**config.mk**
```make
export PLATFORM = sky130hd
export DESIGN_NAME = mult_acc_pipe
export DESIGN_NICKNAME = d
export VERILOG_FILES = /design/src/rtl/mult_acc_pkg.sv /design/src/rtl/mult_pipe_stage.sv /design/src/rtl/mult_acc_pipe.sv
export SDC_FILE = /design/constraint.sdc
export NUM_CORES = 1
export LEC_CHECK = 0
export BUFFER_PORTS_ARGS = -buffer_cell sky130_fd_sc_hd__buf_2
export CORE_AREA = 4 4 203 205
export DETAILED_ROUTE_END_ITERATION = 7
export DIE_AREA = 0 0 207 209
export GPL_ROUTABILITY_DRIVEN = 0
export GPL_TIMING_DRIVEN = 0
export PLACE_DENSITY = 0.77
export SYNTH_ARGS = -nofsm -noshare
export SYNTH_HDL_FRONTEND = slang
export SYNTH_SLANG_ARGS = --single-unit
```
**constraint.sdc**
```tcl
create_clock -name clk -period 3.5 [get_ports clk]
set_input_delay 0.175 -clock clk [delete_from_list [all_inputs] [get_ports clk]]
set_output_delay 0.175 -clock clk [all_outputs]
set_load 0.02 [all_outputs]
```
**src/rtl/mult_acc_pkg.sv**
```systemverilog
// Shared constants, tag type and width helper for the pipelined multiply-accumulate block.
package mult_acc_pkg;

  localparam int LATENCY_MIN   = 1;
  localparam int LATENCY_MAX   = 4;
  localparam int DEF_A_WIDTH   = 18;
  localparam int DEF_B_WIDTH   = 18;
  localparam int DEF_LATENCY   = 3;
  localparam int DEF_ACC_WIDTH = 48;

  // Per-sample side information travelling alongside the product data.
  typedef struct packed {
    logic valid;
    logic clr;
  } stage_tag_t;

  function automatic int prod_width(input int a_w, input int b_w);
    return a_w + b_w;
  endfunction

endpackage

```
**src/rtl/mult_pipe_stage.sv**
```systemverilog
// One clock-enabled pipeline register carrying {valid, clr tag, data}.
// Data only loads with a valid sample so bubbles leave the last product in place.
module mult_pipe_stage
  import mult_acc_pkg::*;
#(
  parameter int WIDTH = 36
) (
  input  logic             clk,
  input  logic             reset_n,
  input  logic             ce,
  input  stage_tag_t       d_tag,
  input  logic [WIDTH-1:0] d_data,
  output stage_tag_t       q_tag,
  output logic [WIDTH-1:0] q_data
);

  stage_tag_t       tag_reg;
  logic [WIDTH-1:0] data_reg;

  always_ff @(posedge clk or negedge reset_n) begin
    if (!reset_n) begin
      tag_reg  <= '0;
      data_reg <= '0;
    end else if (ce) begin
      tag_reg.valid <= d_tag.valid;
      // A frame-start flag is meaningless without a sample behind it.
      tag_reg.clr   <= d_tag.valid & d_tag.clr;
      if (d_tag.valid) begin
        data_reg <= d_data;
      end
    end
  end

  assign q_tag  = tag_reg;
  assign q_data = data_reg;

endmodule

```
**src/rtl/mult_acc_pipe.sv**
```systemverilog
// Pipelined signed multiplier with valid tracking and a frame-based running accumulator.
// Define MULT_ACC_SAT_EN to saturate the accumulator on overflow instead of wrapping.
module mult_acc_pipe
  import mult_acc_pkg::*;
#(
  parameter int A_WIDTH   = DEF_A_WIDTH,
  parameter int B_WIDTH   = DEF_B_WIDTH,
  parameter int LATENCY   = DEF_LATENCY,
  parameter int ACC_WIDTH = DEF_ACC_WIDTH
) (
  input  logic                               clk,
  input  logic                               reset_n,
  input  logic                               ce,
  input  logic                               in_valid,
  input  logic signed [A_WIDTH-1:0]          a,
  input  logic signed [B_WIDTH-1:0]          b,
  input  logic                               acc_clr,
  output logic                               out_valid,
  output logic signed [A_WIDTH+B_WIDTH-1:0]  p,
  output logic                               acc_valid,
  output logic signed [ACC_WIDTH-1:0]        acc,
  output logic                               acc_ovf
);

  localparam int P_WIDTH = prod_width(A_WIDTH, B_WIDTH);

  if (LATENCY < LATENCY_MIN || LATENCY > LATENCY_MAX) begin : g_bad_latency
    $error("mult_acc_pipe: LATENCY %0d outside %0d..%0d", LATENCY, LATENCY_MIN, LATENCY_MAX);
  end
  if (ACC_WIDTH < P_WIDTH) begin : g_bad_acc_width
    $error("mult_acc_pipe: ACC_WIDTH %0d narrower than product width %0d", ACC_WIDTH, P_WIDTH);
  end

  stage_tag_t         stage_tag  [0:LATENCY];
  logic [P_WIDTH-1:0] stage_data [0:LATENCY];

  // Operands are widened to the full product width first, so the product is exact.
  assign stage_tag[0]  = '{valid: in_valid, clr: acc_clr};
  assign stage_data[0] = P_WIDTH'(a) * P_WIDTH'(b);

  for (genvar gi = 0; gi < LATENCY; gi++) begin : g_stage
    mult_pipe_stage #(
      .WIDTH(P_WIDTH)
    ) u_stage (
      .clk    (clk),
      .reset_n(reset_n),
      .ce     (ce),
      .d_tag  (stage_tag[gi]),
      .d_data (stage_data[gi]),
      .q_tag  (stage_tag[gi+1]),
      .q_data (stage_data[gi+1])
    );
  end

  logic signed [ACC_WIDTH-1:0] acc_reg;
  logic signed [ACC_WIDTH-1:0] acc_next;
  logic signed [ACC_WIDTH-1:0] acc_base;
  logic signed [ACC_WIDTH-1:0] p_ext;
  logic signed [ACC_WIDTH-1:0] acc_sum;
  logic                        acc_valid_reg;
  logic                        acc_ovf_reg;
  logic                        acc_ovf_next;
  logic                        add_ovf;

  always_comb begin
    p_ext    = ACC_WIDTH'($signed(stage_data[LATENCY]));
    acc_base = stage_tag[LATENCY].clr ? '0 : acc_reg;
    acc_sum  = acc_base + p_ext;
    // Two's-complement overflow: like-signed operands yielding an opposite-signed sum.
    add_ovf  = (acc_base[ACC_WIDTH-1] == p_ext[ACC_WIDTH-1]) &&
               (acc_sum[ACC_WIDTH-1] != p_ext[ACC_WIDTH-1]);
    acc_next = acc_sum;
`ifdef MULT_ACC_SAT_EN
    if (add_ovf) begin
      acc_next = p_ext[ACC_WIDTH-1] ? {1'b1, {(ACC_WIDTH-1){1'b0}}}
                                    : {1'b0, {(ACC_WIDTH-1){1'b1}}};
    end
`endif
    acc_ovf_next = (stage_tag[LATENCY].clr ? 1'b0 : acc_ovf_reg) | add_ovf;
  end

  always_ff @(posedge clk or negedge reset_n) begin
    if (!reset_n) begin
      acc_reg       <= '0;
      acc_valid_reg <= 1'b0;
      acc_ovf_reg   <= 1'b0;
    end else if (ce) begin
      acc_valid_reg <= stage_tag[LATENCY].valid;
      if (stage_tag[LATENCY].valid) begin
        acc_reg     <= acc_next;
        acc_ovf_reg <= acc_ovf_next;
      end
    end
  end

  assign out_valid = stage_tag[LATENCY].valid;
  assign p         = stage_data[LATENCY];
  assign acc_valid = acc_valid_reg;
  assign acc       = acc_reg;
  assign acc_ovf   = acc_ovf_reg;

endmodule

```
# Word level (Yosys, flattened, before mapping)
# Cells that the tools add are included.
[word_totals] register_bits=164 input_bits=41 wordCells=27
[op_classes] addsub=1 multipliers=1 n_eq_ne=2 muxes=2 n_bitwise=4 n_reduce_logical=5
[op_table] cell="$add A48 B36 Y48" n=1
[op_table] cell="$mux W48" n=1
[op_table] cell="$mul A18 B18 Y36" n=1
[op_table] cell="$reduce_and A2 Y1" n=4
[op_table] cell="$and A1 B1 Y1" n=3
[op_table] cell="$eq A1 B1 Y1" n=1
[op_table] cell="$logic_and A1 B1 Y1" n=1
[op_table] cell="$mux W1" n=1
[op_table] cell="$ne A1 B1 Y1" n=1
[op_table] cell="$or A1 B1 Y1" n=1

# Longest topological paths before layout
# Gate-level depths: netlist of run 1.
[logic_depth] ltp_word=5 depth_mapped=26 mapped_depth_nobuf=25

# Cells and area by module
# Synthesis of run 1 repeated with hierarchy kept, for this count alone.
[unflattened] cells_unflattened=2199 area_unflattened_um2=21566.9
[by_module_without_submodules] module="mult_acc_pipe" n_inst=1 cells_per_inst=1950 area_per_inst_um2=16968.8
[by_module_without_submodules] module="mult_pipe_stage" n_inst=3 cells_per_inst=83 area_per_inst_um2=1532.7

# Worst setup path after synthesis of run 1
# No wires, ideal clock.
[synth_timing] kind="input to register" startpoint="input port b[9]" endpoint="register g_stage[0].u_stage.data_reg[34]" setup_ns=0.129 t_arrival_ns=5.752 required_ns=3.371 setup_slack_ns=-2.381 path_stages=25 n_path_buf=2 path_cell_list="clkbuf_1 clkbuf_1 nand2_1 fa_1 inv_1 fa_1 inv_1 fa_1 inv_1 fa_1 fa_1 inv_1 fa_1 inv_1 ha_1 a21oi_1 o21ai_0 a21oi_1 a21boi_2 a211oi_2 o21ai_2 a221o_1 o21ai_1 xor2_1 o21ai_1"
[synth_via] elab_chain_len=1
[synth_rtl] element="start: declaration" line_no="mult_acc_pipe.sv:16" text="input logic signed [B_WIDTH-1:0] b,"
[synth_rtl] element="$mul A18 B18 Y36" line_no="mult_acc_pipe.sv:39" text="assign stage_data[0] = P_WIDTH'(a) * P_WIDTH'(b);"
[synth_rtl] element="end signal: assignment" line_no="mult_pipe_stage.sv:29" text="data_reg <= d_data;"
[synth_rtl] element="end: declaration" line_no="mult_pipe_stage.sv:18" text="logic [WIDTH-1:0] data_reg;"
# No other way between the ends.
# A chain may end at the register's enable or synchronous reset.

# Worst setup path after layout of run 1
[layout_timing] startpoint="input port a[15]" endpoint="register g_stage[0].u_stage.data_reg[28]"
[layout_via] elab_chain_len=1
[layout_rtl] element="start: declaration" line_no="mult_acc_pipe.sv:15" text="input logic signed [A_WIDTH-1:0] a,"
[layout_rtl] element="$mul A18 B18 Y36" line_no="mult_acc_pipe.sv:39"
# No other way between the ends.

==> flow_metrics.env, run 1 <==
export IMPL_status="finished with violations"
export IMPL_violations="setup timing"
export IMPL_syn_nets=2720
export IMPL_design_area_um2=25970
export IMPL_slew_viol_final=0
export IMPL_yosys_top_cells_count="384 x inv_1, 330 x fa_1, 284 x nand2_1, 166 x and2_1, 164 x dfrtp_1"
export IMPL_drc=0
export IMPL_fin_util_pct=65.82
export IMPL_die_y_um=209
export IMPL_hold_violations=0
export IMPL_ys_flop_type="dfrtp_1"
export IMPL_ys_top_cells_by_area="fa_1 31%, dfrtp_1 20%, ha_1 8.3%"
export IMPL_reg2reg_slack_ns=0.12
export IMPL_largest_reg_flops=108
export IMPL_wl_um=58730
export IMPL_viasPerCell=5.569
export IMPL_yosysTopAreaCellShare_pct=31.45
export IMPL_ys_types=65
export IMPL_min_from="acc_clr"
export IMPL_worst_slew_pin_slew_ns=0.7201
export IMPL_cpPeakStageDelay_ns=0.61
export IMPL_num_io_pins=128
export IMPL_synth_top_area_cell="fa_1"
export IMPL_max_freq_mhz=172.5
export IMPL_cts_root_buf="clkbuf_16"
export IMPL_fin_ws_ns=-2.297
export IMPL_grt_pass1_vias=18030
export IMPL_cp_start_kind="input port"
export IMPL_path_buf_inv=8
export IMPL_holdPathEnd="g_stage[0].u_stage.q_tag[0]$_DFFE_PN0P_"
export IMPL_relSlewSlack_pct=51.99
export IMPL_timing_critical_path_from="a[15]"
export IMPL_setup_viol=30
export IMPL_reg2regPathDepth=13
export IMPL_critical_path_required_ns=3.79
export IMPL_path_common_cell="fa_1"
export IMPL_synth_area_um2=21000
export IMPL_worstReg2RegStart="g_stage[2].u_stage.q_tag[0]$_DFFE_PN0P_"
export IMPL_die_w_um=207
export IMPL_synth_edff_count=0
export IMPL_diodes=0
export IMPL_drtPass1Iterations=7
export IMPL_wl_per_cell_um=19.58
export IMPL_postSynth_asyncResetShare_pct=100.0
export IMPL_dp_hpwl_um=43460
export IMPL_hold_path_class="input port to register"
export IMPL_worst_setup_path_end_kind="register"
export IMPL_vias=16710
export IMPL_clk_latency_ns=0.43
export IMPL_clk_pin_slew_worst_paths_ns=0.06
export IMPL_ant_nets=0
export IMPL_hold_slack_ns=0.09893
export IMPL_cp_arrival_ns=6.09
export IMPL_rsz0062_at_grt="true"
export IMPL_syn_to_final_growth_pct=23.65
export IMPL_max_cap_viol_count=0
export IMPL_syn_area_per_cell_um2=9.508
export IMPL_layout_nets=2974
export IMPL_cts_tree="built"
export IMPL_synth_cells=2209
export IMPL_core_area_um2=39460
export IMPL_num_rows=73
export IMPL_initial_core_util_pct=53.23
export IMPL_synth_warnings=0
export IMPL_grt_overflow_total=0
export IMPL_clock_path_buffers=2
export IMPL_cts_buffers=17
export IMPL_grt_max_degree=104
export IMPL_grt_total_usage_pct=26.34
export IMPL_n_fill_cell=2847
export IMPL_fin_skew_ns=0.009592
export IMPL_grt_pass1_wl_um=92460
export IMPL_min_path_cells=3
export IMPL_drt_iter0_drc=1290
export IMPL_ctsHtreeMaxLevel=4
export IMPL_cpMaxStageDelayCell="fa_1"
export IMPL_crit_family="adder cells"
export IMPL_antenna_found_initial=1
export IMPL_die_area_um2=43260
export IMPL_synth_seq_cells=164
export IMPL_numClockSinks=164
export IMPL_timing_rr_end="acc[40]$_DFFE_PN0P_"
export IMPL_fin_crit_ns=5.797
export IMPL_yosysSeqAreaShare_pct=19.54
export IMPL_cp_max_fo=9
export IMPL_io_buffers=121
export IMPL_post_route_period_util_pct=165.6
export IMPL_drive_gt1_share_pct=26.55
export IMPL_yosysMostFrequentCell="inv_1"
export IMPL_place_area_um2=23000
export IMPL_crit_type="input port to register"
[cell families (layout without fill, tap and decap cells)]
kind of cell    count (synthesis)  in the layout  synth area share (%)
compound gates                316            316                 9.818
xor+xnor                       76             76                 3.169
fa+ha+maj                     470            470                 39.80
buf+inv                       468            734                 8.382
flops                         164            164                 19.54
mux                            85             85                 4.540
simple gates                  630            630                 14.76
[area by class of cell]
cell class / instances / area [um2] / share of cell area, %
clock buffer: 21 / 460.4 / 1.773
clock inverter: 10 / 146.4 / 0.5637
multi-input combinational: 1577 / 16180 / 62.31
timing repair buffer: 236 / 1903 / 7.328
inverter: 384 / 1448 / 5.574
tap: 525 / 656.9 / 2.529
sequential: 164 / 4104 / 15.80
buffer: 83 / 1070 / 4.119
[stage by stage]
step	worst slack (ns)	TNS, ns	std cells
4_1_cts	-2.098	-40.05	2964
5_1_grt	-2.416	-48.81	3000
6_report	-2.297	-44.92	3000
2_1_floorplan	-1.931	-36.72	2209
3_3_place_gp	-2.919	-83.19	2855
3_5_place_dp	-2.986	-67.66	2856
[cell usage in the layout (no fill, tap or decap), drive strengths merged, types with 15 or more instances in the layout]
master and n:
and2 166, a21o 43, nand2 284, a21oi 82
nor2 52, dfrtp 164, nand2b 15, xnor2 46
fa 330, nor2b 52, inv 386, mux2 82
nand3 19, o21ai 111, xor2 30, buf 245
clkbuf 94, ha 140
[how the worst max path moves through the flow]
stage,endpoint,cells after the start
2_1_floorplan,g_stage[0].u_stage.q_data[32]$_DFFE_PN0P_,25
3_3_place_gp,g_stage[0].u_stage.q_data[32]$_DFFE_PN0P_,24
3_5_place_dp,g_stage[0].u_stage.q_data[32]$_DFFE_PN0P_,23
4_1_cts,g_stage[0].u_stage.q_data[32]$_DFFE_PN0P_,24
5_1_grt,g_stage[0].u_stage.q_data[28]$_DFFE_PN0P_,26
6_report,g_stage[0].u_stage.q_data[28]$_DFFE_PN0P_,26
[repair_timing]
item,4_1_cts,5_1_grt
endpoints found under the hold margin,61,0
resized for setup,233,138
pin swaps,120,86
setup buffers,77,41
setup endpoints to repair,49,48
hold buffers,1,0
[per-layer routing]
layer,vias up,wire (um),GRT usage (%)
li1,7450,-,-
met1,8275,22620,33.54
met2,808,29000,45.10
met3,174,4782,4.294
met4,0,2326,10.90
met5,-,0,0
[worst register-to-register path: cells and delay by family, from the launching register on]
| family | cells | cell delay (ns) |
|---|---|---|
| AO/OA/AOI/OAI | 9 | 1.98 |
| flip-flops | 1 | 0.42 |
| adder cells (fa/ha/maj) | 1 | 0.40 |
| buffers and inverters | 1 | 0.27 |
| AND/OR/NAND/NOR | 2 | 0.18 |
Power of run 1 is not shown: default switching activity piles up to over one toggle a cycle in this logic, so the estimate is an artifact.
==> inputs of run 2 (changes only) <==
==> constraint.sdc (replaced) <==
create_clock -name clk -period 3.5 [get_ports clk]
set_input_delay 0 -clock clk [delete_from_list [all_inputs] [get_ports clk]]
set_output_delay 0 -clock clk [all_outputs]
set_load 0.02 [all_outputs]
==> run 2 against run 1 <==
The flow still finishes with violations (setup timing); sequential cell count unchanged; sequential share of layout area grew 0.35 points; first-iteration DRC count is 8.8% lower; final area fell by 2.2%; core utilization shrank 1.4 points; setup slack better by 0.25 ns; wire length decreased by 4.3%; count of clock-buffer cells in the layout is 3 lower; via count decreased by 1.4%; non-clock buffer count is 35 lower; critical endpoint unchanged; largest cell class unchanged.
==> flow_metrics.env, run 2 (synthesized netlist as in run 1, its figures left out) <==
export IMPL_fin_util_pct=64.40
export IMPL_syn_to_final_growth_pct=20.98
export IMPL_grt_total_usage_pct=25.59
export IMPL_dp_cells=2856
export IMPL_critical_path_required_ns=3.80
export IMPL_grt_max_degree=88
export IMPL_fin_ws_ns=-2.045
export IMPL_numClockSinks=164
export IMPL_dp_hpwl_um=43060
export IMPL_fin_skew_ns=0.01200
export IMPL_io_buffers=121
export IMPL_wl_um=56220
export IMPL_worst_setup_path_end_kind="register"
export IMPL_violations="setup timing"
export IMPL_clock_path_buffers=2
export IMPL_die_w_um=207
export IMPL_post_route_period_util_pct=158.4
export IMPL_cp_start_kind="input port"
export IMPL_crit_type="input port to register"
export IMPL_num_rows=73
export IMPL_cts_root_buf="clkbuf_16"
export IMPL_drtPass1Iterations=5
export IMPL_die_y_um=209
export IMPL_relSlewSlack_pct=50.76
export IMPL_drc=0
export IMPL_max_freq_mhz=180.3
export IMPL_drive_gt1_share_pct=24.01
export IMPL_wl_per_cell_um=18.95
export IMPL_viasPerCell=5.551
export IMPL_grt_pass1_wl_um=90080
export IMPL_worst_slew_pin_slew_ns=0.7387
export IMPL_antenna_found_initial=0
export IMPL_hold_violations=0
export IMPL_cp_max_fo=10
export IMPL_slew_viol_final=0
export IMPL_layout_nets=2939
export IMPL_grt_overflow_total=0
export IMPL_clk_latency_ns=0.44
export IMPL_initial_core_util_pct=53.23
export IMPL_cts_tree="built"
export IMPL_drt_iter0_drc=1176
export IMPL_core_area_um2=39460
export IMPL_final_common_cell="inv_1"
export IMPL_clk_pin_slew_worst_paths_ns=0.07
export IMPL_vias=16470
export IMPL_hold_path_class="input port to asynchronous set/reset pin"
export IMPL_largest_reg_flops=108
export IMPL_ant_nets=0
export IMPL_fin_cells=2967
export IMPL_cts_buffers=17
export IMPL_setup_viol=29
export IMPL_fin_crit_ns=5.545
export IMPL_die_area_um2=43260
export IMPL_cp_arrival_ns=5.84
export IMPL_ctsHtreeMaxLevel=4
export IMPL_num_io_pins=128
export IMPL_final_cell_mix="346 x inv_1, 301 x fa_1, 262 x nand2_1, 163 x dfrtp_1, 147 x and2_1"
export IMPL_setup_tns_ns=-39.17
export IMPL_status="finished with violations"
export IMPL_grt_pass1_vias=17530
export IMPL_rsz0062_at_grt="true"
export IMPL_max_cap_viol_count=0
==> run 2: worst paths after layout <==
kind,slack [ns],startpoint,end,cells after the start
max in group asynchronous,2.47,reset_n,g_stage[0].u_stage.q_data[28]$_DFFE_PN0P_,3
worst max-delay path,-2.05,b[15],g_stage[0].u_stage.q_data[28]$_DFFE_PN0P_,24
worst max register to register,0.13,g_stage[2].u_stage.q_tag[0]$_DFFE_PN0P_,acc[46]$_DFFE_PN0P_,18
worst min register to register,0.49,g_stage[0].u_stage.q_data[29]$_DFFE_PN0P_,g_stage[0].u_stage.q_data[29]$_DFFE_PN0P_,2
min in group clk,0.19,ce,g_stage[2].u_stage.q_tag[0]$_DFFE_PN0P_,3
worst min-delay path,0.16,reset_n,acc[38]$_DFFE_PN0P_,2
==> run 2: final cells by class <==
class,count,area (um2)
antenna,1,2.502
buffer,84,934.6
clock buffer,18,439.2
clock inverter,14,216.5
fill,3027,14050
inverter,384,1445
multi-input combinational,1577,16080
sequential,164,4105
tap,525,656.9
timing repair buffer,200,1533
==> run 2: timing repair <==
| item | in CTS | in global routing |
|---|---|---|
| gates resized for setup | 184 | 108 |
| hold endpoints to repair | 79 | 0 |
| hold buffers | 5 | 0 |
| buffers inserted | 51 | 23 |
| setup endpoints to repair | 46 | 47 |
| pin swaps | 72 | 87 |
==> run 2: worst max-delay path: stages <==
cell and delay (ns):
buf_2 0.22, clkbuf_4 0.28, nand2_1 0.10, fa_1 0.49, fa_1 0.50, inv_1 0.05
fa_1 0.51, fa_1 0.44, fa_1 0.50, inv_1 0.05, fa_1 0.54, inv_2 0.06
ha_4 0.29, nand4_1 0.15, a211oi_2 0.31, o41ai_4 0.16, a21boi_2 0.24, a211oi_2 0.12
o21ai_2 0.22, buf_4 0.16, a21o_1 0.12, a21oi_2 0.05, xor2_1 0.18, o21ai_1 0.07
==> run 2: metal layers <==
metal	global-route usage (%)	wire, um
met1	33.10	22130
met2	43.98	27580
met3	4.549	4591
met4	8.436	1921
met5	0	0
==> run 2: per-stage QoR <==
step / area [um2] / setup slack [ns] / hold slack, ns
6_report: 25410 / -2.045 / 0.1606
5_1_grt: 25410 / -2.123 / 0.2001
4_1_cts: 24890 / -1.960 / 0.1393
3_5_place_dp: 23000 / -2.775 / 0.08073
3_3_place_gp: 22970 / -2.696 / 0.3361
2_1_floorplan: 21710 / -1.756 / -0.2956
Power of run 2 is left out for the same reason.
